$ cat config.mk
export PLATFORM = sky130hd
export DESIGN_NAME = next_pc_unit
export DESIGN_NICKNAME = d
export VERILOG_FILES = /design/src/rtl/next_pc_unit.sv
export SDC_FILE = /design/constraint.sdc
export NUM_CORES = 1
export LEC_CHECK = 0
export CAP_MARGIN = 10
export CORE_MARGIN = 10
export CORE_UTILIZATION = 65
export CTS_BUF_LIST = sky130_fd_sc_hd__clkbuf_8
export DETAILED_ROUTE_END_ITERATION = 10
export DONT_BUFFER_PORTS = 1
export GPL_TIMING_DRIVEN = 0
export HOLD_SLACK_MARGIN = 0.06
export PLACE_DENSITY = 0.86
export RECOVER_POWER = 25
export SLEW_MARGIN = 20
export SYNTH_ARGS = -nofsm -noshare
export SYNTH_HDL_FRONTEND = slang
export SYNTH_SLANG_ARGS = --single-unit
$ cat constraint.sdc
create_clock -name Clock -period 14.9 [get_ports Clock]
set_input_delay 1.49 -clock Clock [delete_from_list [all_inputs] [get_ports Clock]]
set_output_delay 1.49 -clock Clock [all_outputs]
set_load 0.01 [all_outputs]
$ cat src/rtl/next_pc_unit.sv
// next_pc_unit
// Fetch-control stage of the single-cycle LEGv8 datapath. Owns the program
// counter and picks the next fetch address on every cycle:
// - PC+4 for sequential flow.
// - The CBZ target when Branch is set and the ALU reports Zero.
// - The B target when UncondBranch is set. B wins if both controls are set.
// It also supports stalls, detects the HLT #0 word, and counts retired
// instructions with a counter that saturates instead of wrapping.
//
// Ports
//   Clock        in   system clock, rising edge
//   Reset        in   synchronous active-high reset (beats every other input)
//   Stall        in   hold PC, counters and state for this cycle
//   InstOut[31:0] in  current instruction word
//   Branch       in   conditional branch (CBZ) control
//   UncondBranch in   unconditional branch (B) control
//   Zero         in   ALU zero flag
//   PCIn[63:0]   out  registered current PC
//   count        out  retired-instruction count, saturating
//   Taken        out  combinational: current instruction redirects the PC
//   Halted       out  registered: fetch has stopped on HLT
//
// Optional feature (macro BRANCH_STATS_EN). When defined, two more saturating
// outputs are added:
//   TakenCount   counts redirected fetches.
//   BranchCount  counts branch instructions, taken or not.
// Both outputs are sized COUNT_W.

module next_pc_unit #(
  parameter logic [63:0] RESET_PC  = 64'h0,
  parameter logic [31:0] HALT_WORD = 32'hD4400000,
  parameter int          COUNT_W   = 32
) (
  input  logic               Clock,
  input  logic               Reset,
  input  logic               Stall,
  input  logic [31:0]        InstOut,
  input  logic               Branch,
  input  logic               UncondBranch,
  input  logic               Zero,
  output logic [63:0]        PCIn,
  output logic [COUNT_W-1:0] count,
  output logic               Taken,
  output logic               Halted
`ifdef BRANCH_STATS_EN
  ,
  output logic [COUNT_W-1:0] TakenCount,
  output logic [COUNT_W-1:0] BranchCount
`endif
);

  localparam logic [1:0] S_BOOT = 2'd0;
  localparam logic [1:0] S_RUN  = 2'd1;
  localparam logic [1:0] S_HALT = 2'd2;

  logic [1:0]         r_state;
  logic [63:0]        r_pc;
  logic [COUNT_W-1:0] r_count;

  logic        w_run;
  logic        w_cond_taken;
  logic        w_taken;
  logic        w_advance;
  logic        w_is_halt;
  logic [63:0] w_b_off;
  logic [63:0] w_cb_off;
  logic [63:0] w_next_pc;

  function automatic logic [COUNT_W-1:0] sat_inc(input logic [COUNT_W-1:0] v);
    return (&v) ? v : v + COUNT_W'(1);
  endfunction

  assign w_run        = (r_state == S_RUN);
  assign w_cond_taken = Branch & Zero;
  assign w_taken      = w_run & (UncondBranch | w_cond_taken);
  // A retire slot exists only in RUN with no stall.
  assign w_advance    = w_run & ~Stall;
  assign w_is_halt    = (InstOut == HALT_WORD);

  // Word offsets sign-extended to 64 bits, then scaled to bytes.
  assign w_b_off  = {{36{InstOut[25]}}, InstOut[25:0], 2'b00};
  assign w_cb_off = {{43{InstOut[23]}}, InstOut[23:5], 2'b00};

  // UncondBranch is tested first, so it takes priority over CBZ.
  always_comb begin
    w_next_pc = r_pc + 64'd4;
    if (UncondBranch)
      w_next_pc = r_pc + w_b_off;
    else if (w_cond_taken)
      w_next_pc = r_pc + w_cb_off;
  end

  always_ff @(posedge Clock) begin
    if (Reset) begin
      r_state <= S_BOOT;
      r_pc    <= RESET_PC;
      r_count <= '0;
    end else begin
      case (r_state)
        S_BOOT: r_state <= S_RUN;
        S_RUN: begin
          if (!Stall) begin
            r_count <= sat_inc(r_count);
            // HLT retires but leaves the PC sitting on its own address.
            if (w_is_halt)
              r_state <= S_HALT;
            else
              r_pc <= w_next_pc;
          end
        end
        S_HALT: r_state <= S_HALT;
        default: r_state <= S_BOOT;
      endcase
    end
  end

`ifdef BRANCH_STATS_EN
  logic [COUNT_W-1:0] r_taken_count;
  logic [COUNT_W-1:0] r_branch_count;

  always_ff @(posedge Clock) begin
    if (Reset) begin
      r_taken_count  <= '0;
      r_branch_count <= '0;
    end else if (w_advance) begin
      if (w_taken)
        r_taken_count <= sat_inc(r_taken_count);
      if (Branch | UncondBranch)
        r_branch_count <= sat_inc(r_branch_count);
    end
  end

  assign TakenCount  = r_taken_count;
  assign BranchCount = r_branch_count;
`endif

  assign PCIn   = r_pc;
  assign count  = r_count;
  assign Taken  = w_taken;
  assign Halted = (r_state == S_HALT);

endmodule
## Yosys cells after proc, flatten, opt, wreduce, memory -nomap -nowiden

Cells that the tools add are included.

| word-level totals | value |
|---|---|
| register bits after elaboration | 98 |
| input port bits | 38 |
| output and inout port bits | 98 |
| word-level logic and storage cells | 28 |

| operators by class | value |
|---|---|
| add/sub/neg operators | 4 |
| equality and inequality tests | 5 |
| muxes and demuxes | 5 |
| bitwise logic cells | 6 |
| reduce and logical (&&, ||, !) cells | 5 |

Operators with widths:

| cell | number |
|---|---|
| $add 64x64->64 | 2 |
| $mux 64 | 2 |
| $add 64x3->64 const B | 1 |
| $add 32x1->32 const B | 1 |
| $eq 32x32->1 const B | 1 |
| $reduce_and 32->1 | 1 |
| $pmux 2 s3 | 1 |
| $reduce_and 3->1 | 2 |
| $mux 2 | 2 |
| $not 1->1 | 3 |
| $and 1x1->1 | 2 |
| $eq 2x1->1 const B | 1 |
| $eq 2x2->1 const B | 1 |
| $logic_not 2->1 | 1 |
| $ne 2x1->1 const B | 1 |
| $ne 2x2->1 const B | 1 |
| $reduce_and 2->1 | 1 |
| $or 1x1->1 | 1 |

## Longest topological paths before layout

Gate-level depths: netlist of run 1.

| depth | value |
|---|---|
| word-level depth | 4 |
| mapped depth | 16 |
| depth with buffers taken out | 14 |

## Worst setup path before layout of run 1

No wires, ideal clock.

| timing | value |
|---|---|
| path type | input to register |
| start | input UncondBranch |
| end | register r_pc[50], in the netlist PCIn[50] |
| library setup time | 0.058 ns |
| data arrival time | 5.959 ns |
| required time | 14.842 ns |
| slack | 8.883 ns |
| stages on the path | 14 |
| buffers on the path | 1 |
| cells stage by stage | clkbuf_1 > a31oi_1 > a21oi_1 > ha_1 > a21o_1 > a21o_1 > a21o_1 > a21oi_1 > nor2_1 > a2111oi_0 > and2_4 > o41ai_4 > nor4b_1 > a211o_1 |

| between the ends | value |
|---|---|
| cells in the longest elaborated chain, start to end | 1 |

Ends and longest elaborated chain:

| element | line | source |
|---|---|---|
| start, declared | 39 | `input logic UncondBranch,` |
| $mux 64 | 87 | `if (UncondBranch)` |
| end signal, assigned | 108 | `r_pc <= w_next_pc;` |
| end, declared | 57 | `logic [63:0] r_pc;` |

Every way passes these cells.
A chain may end at the register's enable or synchronous reset.

## Worst setup path in the final report of run 1

| timing | value |
|---|---|
| start | input UncondBranch |
| end | register r_pc[60], in the netlist PCIn[60] |

Same word-level chain as after synthesis.

==> impl_metrics.toml, run 1 <==
[power]
pwr-share-clk_pct = 20.7
p_int_w = 0.000466
p_switching_w = 0.000359
p_comb_share_pct = 40.0
power.total_w = 0.000825
peakVddDrop_mv = 0.0818
p_leak_nw = 3.34
powerDensity_mw_per_mm2 = 101
sw_frac_of_total_pct = 43.6
pwr-share-seq_pct = 39.3

[detailed_routing]
vias = 7775
wl_mm = 22.1
drt-pass1-iter-count = 5
wl_per_cell_um = 18.2
ant_nets = 0
viasPerCell = 6.42
first_iter_violations = 886
drc_errors = 0

[clock_tree]
cts_made_buffers = 9
root_buffer = "clkbuf_8"
cts_resized = 0
clk_path_buf_depth = 2
post_cts_buffers = 0
ctsHoldBuffers = 0
clock-sinks = 96
clk_latency_ps = 400
path_clk_slew_ps = 100
cts_tree = "done"
h-tree-depth = 3

[global_routing]
grt_pass1_wl_mm = 35.6
grt_max_degree = 26
overflow = 0
grt_use_total_pct = 26.0
antenna_found_initial = 0
first_global_vias = 7141

[yosys]
async_flop_share_pct = 0
ys_types = 72
synth_seq_cells = 96
synth_area_leader_cell = "dfxtp_1"
post-synth-top-area-fraction_pct = 24.9
avgSynthCellArea_sq_um = 7.35
synth_flop_cell = "dfxtp_1"
synth_area_leaders = "dfxtp_1 (25%), ha_1 (11%), a21oi_1 (10%)"
synthesis.area_sq_mm = 0.00772
ys_warn_count = 0
synth_seq_area_share_pct = 24.9
synth_edf_count = 0
syn_inst = 1051

[worst_setup_path]
arrival_ps = 5840
r2r-start = "PCIn[2]"
crit_fanout = 10
cp-end-kind = "register"
cp.required_ps = 15210
max_stage_delay_ps = 610
startpoint_type = "primary input"
reg2reg_slack_ps = 11300
path_cells = "clkbuf_1, clkbuf_1, mux2i_1, nor2_1, fa_1, a21oi_1, o22ai_2, o31ai_1, o22ai_1, a31o_2, a21oi_1, o21bai_1, o21ai_0, xor2_1, a211oi_1"
cp_slowest_cell = "clkbuf_1"
critPathKind = "in -> reg"
timing.rr.end = "PCIn[60]"
r2r_cells = 12

[min_path]
min_path_type = "reg -> reg"
hold_path_end = "PCIn[42]"
holdCritStartpoint = "PCIn[42]"
worstHoldPathCells = 2

[layout]
diodes = 0
mostFrequentLayoutCells = "a21oi_1 (154), nand2_1 (152), nor2_1 (102)"
layout.cells.non_filler = 1212
final_nets = 1168
fillCellCount = 995
drive_gt1_share_pct = 4.30
area_growth_pct = 5.27
final_common_cell = "a21oi_1"
design_area_sq_mm = 0.00813

[sta]
relSlewSlack_pct = 45.9
skew_ps = 19.0
setup_tns_ps = 0
final_max_slew_viol_count = 0
holdWs_ps = 524
hold_viol = 0
setup_violations = 0
tightest_slew_ps = 808
finalCriticalPeriod_ps = 5520
rsz0062_at_grt = "false"
period_share_pct = 37.1
max_freq_ghz = 0.181

[placement]
gp_congestion = 1.00
placed_area_sq_mm = 0.00794
dp.cells = 1196
place_hpwl_mm = 17.4
portBuffers = 0

[flow_run]
max_cap_viol_count = 0

[die]
initial_utilization_pct = 67.0
fp.dieW_um = 129
io_pins = 136
fp.dieH_um = 129
rows = 39
dieArea_sq_mm = 0.0166
core_sq_mm = 0.0115

[outcome]
status = "finished clean"
per-layer routing:
layer | wire [um] | track usage [%] | vias to the layer above
met2 | 10100 | 42.4 | 285
met4 | 651 | 11.2 | 0
met5 | 0 | 0 | -
met3 | 1870 | 6.49 | 46
li1 | - | - | 3821
met1 | 9390 | 31.9 | 3623
critical path: cells and delay by family:
family / cells / cell delay, ps
adder cells (fa/ha/maj): 1 / 460
XOR/XNOR: 1 / 110
multiplexers: 1 / 270
AND/OR/NAND/NOR: 1 / 100
AO/OA/AOI/OAI: 9 / 2340
buffers and inverters: 2 / 1040
power groups by stage:
stage / Clock (W) / Sequential (W) / Combinational, W
2_1_floorplan: 0 / 0.000318 / 0.000254
3_3_place_gp: 0 / 0.000331 / 0.000314
3_5_place_dp: 0 / 0.000332 / 0.000321
4_1_cts: 0.000173 / 0.000326 / 0.000323
5_1_grt: 0.000183 / 0.000330 / 0.000369
6_report: 0.000171 / 0.000324 / 0.000330
sequential cells by signal, indices dropped and copies added (netlist names):
| name | flops |
|---|---|
| count | 32 |
| PCIn | 62 |
| r_state | 2 |
synthesized netlist by cell type, drive strengths merged, types with 24 or more instances:
library cell    n
nand3          31
xnor2          39
a21o           24
dfxtp          96
o21ai          48
xor2           25
nand2         153
nor2          102
clkbuf         33
a21oi         156
ha             65
inv            30
how the worst max path moves through the flow:
| stage | startpoint | endpoint | slack, ps |
|---|---|---|---|
| 6_report | UncondBranch | PCIn[60] | 9380 |
| 3_5_place_dp | UncondBranch | PCIn[56] | 9140 |
| 2_1_floorplan | UncondBranch | PCIn[50] | 8880 |
| 5_1_grt | UncondBranch | PCIn[39] | 9220 |
| 4_1_cts | UncondBranch | PCIn[56] | 9530 |
| 3_3_place_gp | UncondBranch | PCIn[63] | 7300 |
metrics by stage:
| step | util, % | setup slack (ps) |
|---|---|---|
| 2_1_floorplan | - | 8880 |
| 3_3_place_gp | 68.6 | 7300 |
| 3_5_place_dp | 69.0 | 9140 |
| 4_1_cts | 70.6 | 9530 |
| 5_1_grt | 70.6 | 9220 |
| 6_report | 70.6 | 9380 |
cell type report:
class / instances / area (sq um) / area share (%)
Sequential cell: 96 / 1920 / 23.6
Timing Repair Buffer: 1 / 27.5 / 0.339
Inverter: 31 / 116 / 1.43
Clock inverter: 7 / 61.3 / 0.754
Tap cell: 143 / 179 / 2.20
Clock buffer: 9 / 124 / 1.52
Multi-Input combinational cell: 879 / 5510 / 67.8
Buffer: 46 / 190 / 2.34
cells by family (layout without fill, tap and decap cells):
logic type | after synthesis | count (layout) | share of synthesized area (%)
AND/OR/NAND/NOR | 408 | 408 | 25.0
buffers and inverters | 77 | 94 | 3.97
XOR/XNOR | 64 | 64 | 7.26
multiplexers | 21 | 21 | 2.72
AO/OA/AOI/OAI | 318 | 318 | 25.3
other | 1 | 2 | 0.0486
adder cells (fa/ha/maj) | 66 | 66 | 10.8
flip-flops | 96 | 96 | 24.9
Note: power is estimated with default switching activity, not from simulation.
==> run 2: changes to the inputs <==
--- a/config.mk
+++ b/config.mk
@@ -7,13 +7,13 @@
 export LEC_CHECK = 0
 export CAP_MARGIN = 10
 export CORE_MARGIN = 10
-export CORE_UTILIZATION = 65
+export CORE_UTILIZATION = 61
 export CTS_BUF_LIST = sky130_fd_sc_hd__clkbuf_8
 export DETAILED_ROUTE_END_ITERATION = 10
 export DONT_BUFFER_PORTS = 1
 export GPL_TIMING_DRIVEN = 0
 export HOLD_SLACK_MARGIN = 0.06
-export PLACE_DENSITY = 0.86
+export PLACE_DENSITY = 0.85
 export RECOVER_POWER = 25
 export SLEW_MARGIN = 20
 export SYNTH_ARGS = -nofsm -noshare
==> constraint.sdc (replaced) <==
create_clock -name Clock -period 4.7 [get_ports Clock]
set_input_delay 0.47 -clock Clock [delete_from_list [all_inputs] [get_ports Clock]]
set_output_delay 0.47 -clock Clock [all_outputs]
set_load 0.01 [all_outputs]
==> impl_metrics.toml, run 2 (same netlist as run 1, synthesis figures left out) <==
[placement]
portBuffers = 0
gp_congestion = 0.981
dp.cells = 1225
place_hpwl_mm = 17.5
pre_cts_slack_ps = -92.6

[sta]
final_max_slew_viol_count = 0
rsz0062_at_grt = "false"
tightest_slew_ps = 742
finalCriticalPeriod_ps = 4400
setup_violations = 0
period_share_pct = 93.6
setup_ws_ps = 299
hold_viol = 0
skew_ps = 14.5
relSlewSlack_pct = 50.3
max_freq_ghz = 0.227

[clock_tree]
post_cts_buffers = 0
cts_resized = 0
ctsHoldBuffers = 0
root_buffer = "clkbuf_8"
clk_path_buf_depth = 2
cts_made_buffers = 9
cts_tree = "done"
clock-sinks = 96
clk_latency_ps = 410
h-tree-depth = 3
path_clk_slew_ps = 120

[layout]
area_growth_pct = 5.83
largest_reg_flops = 62
layout.cells.non_filler = 1241
fillCellCount = 1132
mostFrequentLayoutCells = "a21oi_1 (154), nand2_1 (152), nor2_1 (102)"
final_nets = 1168
drive_gt1_share_pct = 4.49
final-seq-area_sq_mm = 0.00192
diodes = 0
final_common_cell = "a21oi_1"
multi_input_area_sq_mm = 0.00551

[worst_setup_path]
cp-end-kind = "register"
cp.required_ps = 5000
arrival_ps = 4700
crit_fanout = 10
startpoint_type = "primary input"
critPathKind = "in -> reg"

[detailed_routing]
viasPerCell = 6.26
wl_mm = 22.4
ant_nets = 0
drc_errors = 0
drt-pass1-iter-count = 5
wl_per_cell_um = 18.1
first_iter_violations = 747
vias = 7763

[global_routing]
grt_use_total_pct = 24.7
overflow = 0
antenna_found_initial = 0
grt_max_degree = 26
grt_pass1_wl_mm = 36.4
first_global_vias = 7169

[die]
core_sq_mm = 0.0125
initial_utilization_pct = 61.7
fp.dieW_um = 132
io_pins = 136
rows = 41
dieArea_sq_mm = 0.0176
fp.dieH_um = 132

[power]
pwr-share-clk_pct = 21.4
p_switching_w = 0.00116
p_comb_share_pct = 39.7
p_leak_nw = 3.34
powerDensity_mw_per_mm2 = 324
peakVddDrop_mv = 0.228
sw_frac_of_total_pct = 44.0
pwr-share-seq_pct = 38.9
p_int_w = 0.00148

[flow_run]
max_cap_viol_count = 0

[outcome]
status = "finished clean"

[min_path]
min_path_type = "in -> reg"
[run 2: cell count changes in the layout (fill, tap and decap cells not counted)]
cell      previous run  this run
clkbuf_1            32        31
inv_8                2         4
inv_1               31        30
clkinv_4             2         0
clkbuf_2             1         2
clkinv_2             0         1
[run 2: final timing paths]
path                     end          from  depth (start not counted)  slack (ps)
setup / recovery    PCIn[56]  UncondBranch                         16         300
hold / removal    r_state[0]         Stall                          3         420
setup reg to reg    PCIn[56]       PCIn[2]                         12        1080
hold reg to reg     PCIn[42]      PCIn[42]                          2         530
[run 2: layout make-up]
type	instances	area share [%]
inverter	31	1.42
clock inverter	7	0.827
timing repair buffer	1	0.337
sequential	96	23.5
clock buffer	9	1.52
buffer	46	2.34
multi-input combinational	879	67.4
tap	172	2.63
[run 2: routing by layer]
metal / vias to the layer above / track usage (%) / share of wire [%]
li1: 3815 / - / -
met1: 3580 / 30.5 / 42
met2: 323 / 40.5 / 46
met3: 45 / 6.36 / 9.4
met4: 0 / 8.92 / 2.4
met5: - / 0 / 0
[run 2: worst max-delay path: stages]
cell      delay [ps]
clkbuf_1         440
a21oi_1          110
clkbuf_1         270
a211o_1          330
ha_1             210
fa_1             410
a21oi_1          280
o22ai_2          160
o31ai_1          420
o22ai_1          270
a31o_2           320
a21oi_1          250
a21boi_1         150
o211ai_1         240
nand3_1          110
a41o_1           260
[run 2: metrics by stage]
step / TNS [ps] / instance area [sq um] / utilization (%) / total power [W] / hold WS [ps]
2_1_floorplan: 0 / 7730 / - / 0.00181 / 492
3_3_place_gp: -7220 / 7940 / 63.5 / 0.00205 / 516
3_5_place_dp: -218 / 7980 / 63.7 / 0.00208 / 519
4_1_cts: 0 / 8170 / 65.3 / 0.00264 / 407
5_1_grt: 0 / 8170 / 65.3 / 0.00282 / 475
6_report: 0 / 8170 / 65.3 / 0.00265 / 417
[run 2: power groups by stage]
| stage | Combinational [W] | Clock, W | Sequential, W |
|---|---|---|---|
| after detailed placement | 0.00102 | 0 | 0.00105 |
| final | 0.00105 | 0.000567 | 0.00103 |
| after global routing | 0.00117 | 0.000603 | 0.00104 |
| after floorplan | 0.000804 | 0 | 0.00101 |
| after global placement | 0.000999 | 0 | 0.00105 |
| after CTS | 0.00103 | 0.000574 | 0.00103 |
==> run 3: changes to the inputs <==
==> constraint.sdc (replaced) <==
create_clock -name Clock -period 4 [get_ports Clock]
set_input_delay 0.4 -clock Clock [delete_from_list [all_inputs] [get_ports Clock]]
set_output_delay 0.4 -clock Clock [all_outputs]
set_load 0.01 [all_outputs]
==> impl_metrics.toml, run 3 (same netlist as run 1, synthesis figures left out) <==
[outcome]
status = "finished clean"

[detailed_routing]
wl_met1_mm = 9.04
vias = 7805
ant_nets = 0
drc_errors = 0
wl_mm = 22.6
highest_layer = "met4"
viasPerCell = 6.27
met2_length_mm = 10.5
wl_per_cell_um = 18.2
first_iter_violations = 788
drt-pass1-iter-count = 7
dr_wl_met3_mm = 2.23

[die]
dieArea_sq_mm = 0.0176
fp.dieH_um = 132
fp.dieW_um = 132
rows = 41
io_pins = 136
core_sq_mm = 0.0125
initial_utilization_pct = 61.7

[layout]
final_nets = 1172
diodes = 0
final_common_cell = "a21oi_1"
drive_gt1_share_pct = 5.78
largest_reg_flops = 62
layout.cells.non_filler = 1245
area_growth_pct = 6.81
utilization_pct = 65.9
mostFrequentLayoutCells = "a21oi_1 (153), nand2_1 (152), nor2_1 (102)"

[worst_setup_path]
cp.required_ps = 4290
critPathLaunch = "UncondBranch"
timing.rr.end = "PCIn[63]"
r2r-start = "PCIn[16]"
crit_fanout = 10
cp-end-kind = "register"
arrival_ps = 4060
startpoint_type = "primary input"
reg2reg_slack_ps = 690
critPathKind = "in -> reg"
r2r_cells = 11

[global_routing]
grt_max_degree = 21
first_global_vias = 7298
overflow = 0
antenna_found_initial = 0
grt_use_total_pct = 24.5
grt_pass1_wl_mm = 36.2

[power]
p_switching_w = 0.00138
power.total_w = 0.00313
peakVddDrop_mv = 0.241
p_leak_nw = 3.37
p_int_w = 0.00175
pwr-share-seq_pct = 38.7
p_comb_share_pct = 39.8
powerDensity_mw_per_mm2 = 379
sw_frac_of_total_pct = 44.1
pwr-share-clk_pct = 21.5

[sta]
period_share_pct = 94.0
setup_tns_ps = 0
skew_ps = 9.73
setup_violations = 0
tightest_slew_ps = 704
hold_viol = 0
final_max_slew_viol_count = 0
max_freq_ghz = 0.266
relSlewSlack_pct = 51.8
finalCriticalPeriod_ps = 3760

[clock_tree]
clk_latency_ps = 400
h-tree-depth = 3
cts_made_buffers = 9
cts_tree = "done"
clock-sinks = 96
clk_path_buf_depth = 2
path_clk_slew_ps = 110
root_buffer = "clkbuf_8"

[placement]
dp.cells = 1225
gp_congestion = 0.959
place_hpwl_mm = 17.7
portBuffers = 0

[min_path]
min_path_type = "in -> reg"
holdCritStartpoint = "Stall"
hold_path_end = "r_state[1]"
worstHoldPathCells = 3

[flow_run]
max_cap_viol_count = 0
-- run 3: layout make-up --
class | instances | area [sq um]
inverters | 31 | 116
plain buffers | 46 | 196
clock inverters | 7 | 67.6
flip-flops and latches | 96 | 1920
well taps | 172 | 215
clock buffers | 9 | 124
fillers | 1141 | 4270
multi-input cells | 879 | 5550
repair buffers | 5 | 57.6
-- run 3: what timing repair did --
item / 4_1_cts / 5_1_grt
setup endpoints to repair: 14 / 17
gates resized for setup: 3 / 13
hold endpoints to repair: 0 / 0
hold buffers: 0 / 0
setup buffers: 0 / 4
-- run 3: power by group through the flow --
| stage | combinational, W | sequential [W] | clock, W |
|---|---|---|---|
| 2_1_floorplan | 0.000946 | 0.00119 | 0 |
| 3_3_place_gp | 0.00118 | 0.00123 | 0 |
| 3_5_place_dp | 0.00120 | 0.00124 | 0 |
| 4_1_cts | 0.00121 | 0.00121 | 0.000676 |
| 5_1_grt | 0.00138 | 0.00123 | 0.000702 |
| 6_report | 0.00124 | 0.00121 | 0.000672 |
-- run 3: stage by stage --
| stage | hold slack [ps] | instance area [sq um] | worst slack (ps) |
|---|---|---|---|
| after floorplan | 492 | 7730 | 32.1 |
| after global placement | 516 | 7950 | -807 |
| after detailed placement | 520 | 7980 | -769 |
| after CTS | 347 | 8180 | 41.8 |
| after global routing | 379 | 8250 | -0.835 |
| final | 348 | 8250 | 239 |
-- run 3: worst max path at each step --
| stage | endpoint | slack (ps) | cells after the start |
|---|---|---|---|
| floorplan | PCIn[50] | 30 | 16 |
| finish | PCIn[56] | 240 | 16 |
| detailed placement | PCIn[39] | -770 | 14 |
| CTS | PCIn[39] | 40 | 14 |
| global route | PCIn[60] | -0.8 | 16 |
| global placement | PCIn[63] | -810 | 15 |
-- run 3: critical path, stage by stage --
cell	delay, ps
clkbuf_2	270
a21oi_1	100
clkbuf_2	210
a211o_1	300
ha_1	210
fa_1	410
a21oi_1	250
o22ai_2	160
o31ai_2	300
o22ai_1	230
a31o_2	310
a21oi_2	190
a21boi_1	130
o211ai_1	210
nand3_1	100
a41o_1	260
-- run 3: metal layers --
layer / GRT usage (%) / up-vias
met1: 28.5 / 3586
li1: - / 3819
met3: 7.65 / 54
met5: 0 / -
met2: 39.7 / 346
met4: 12.5 / 0
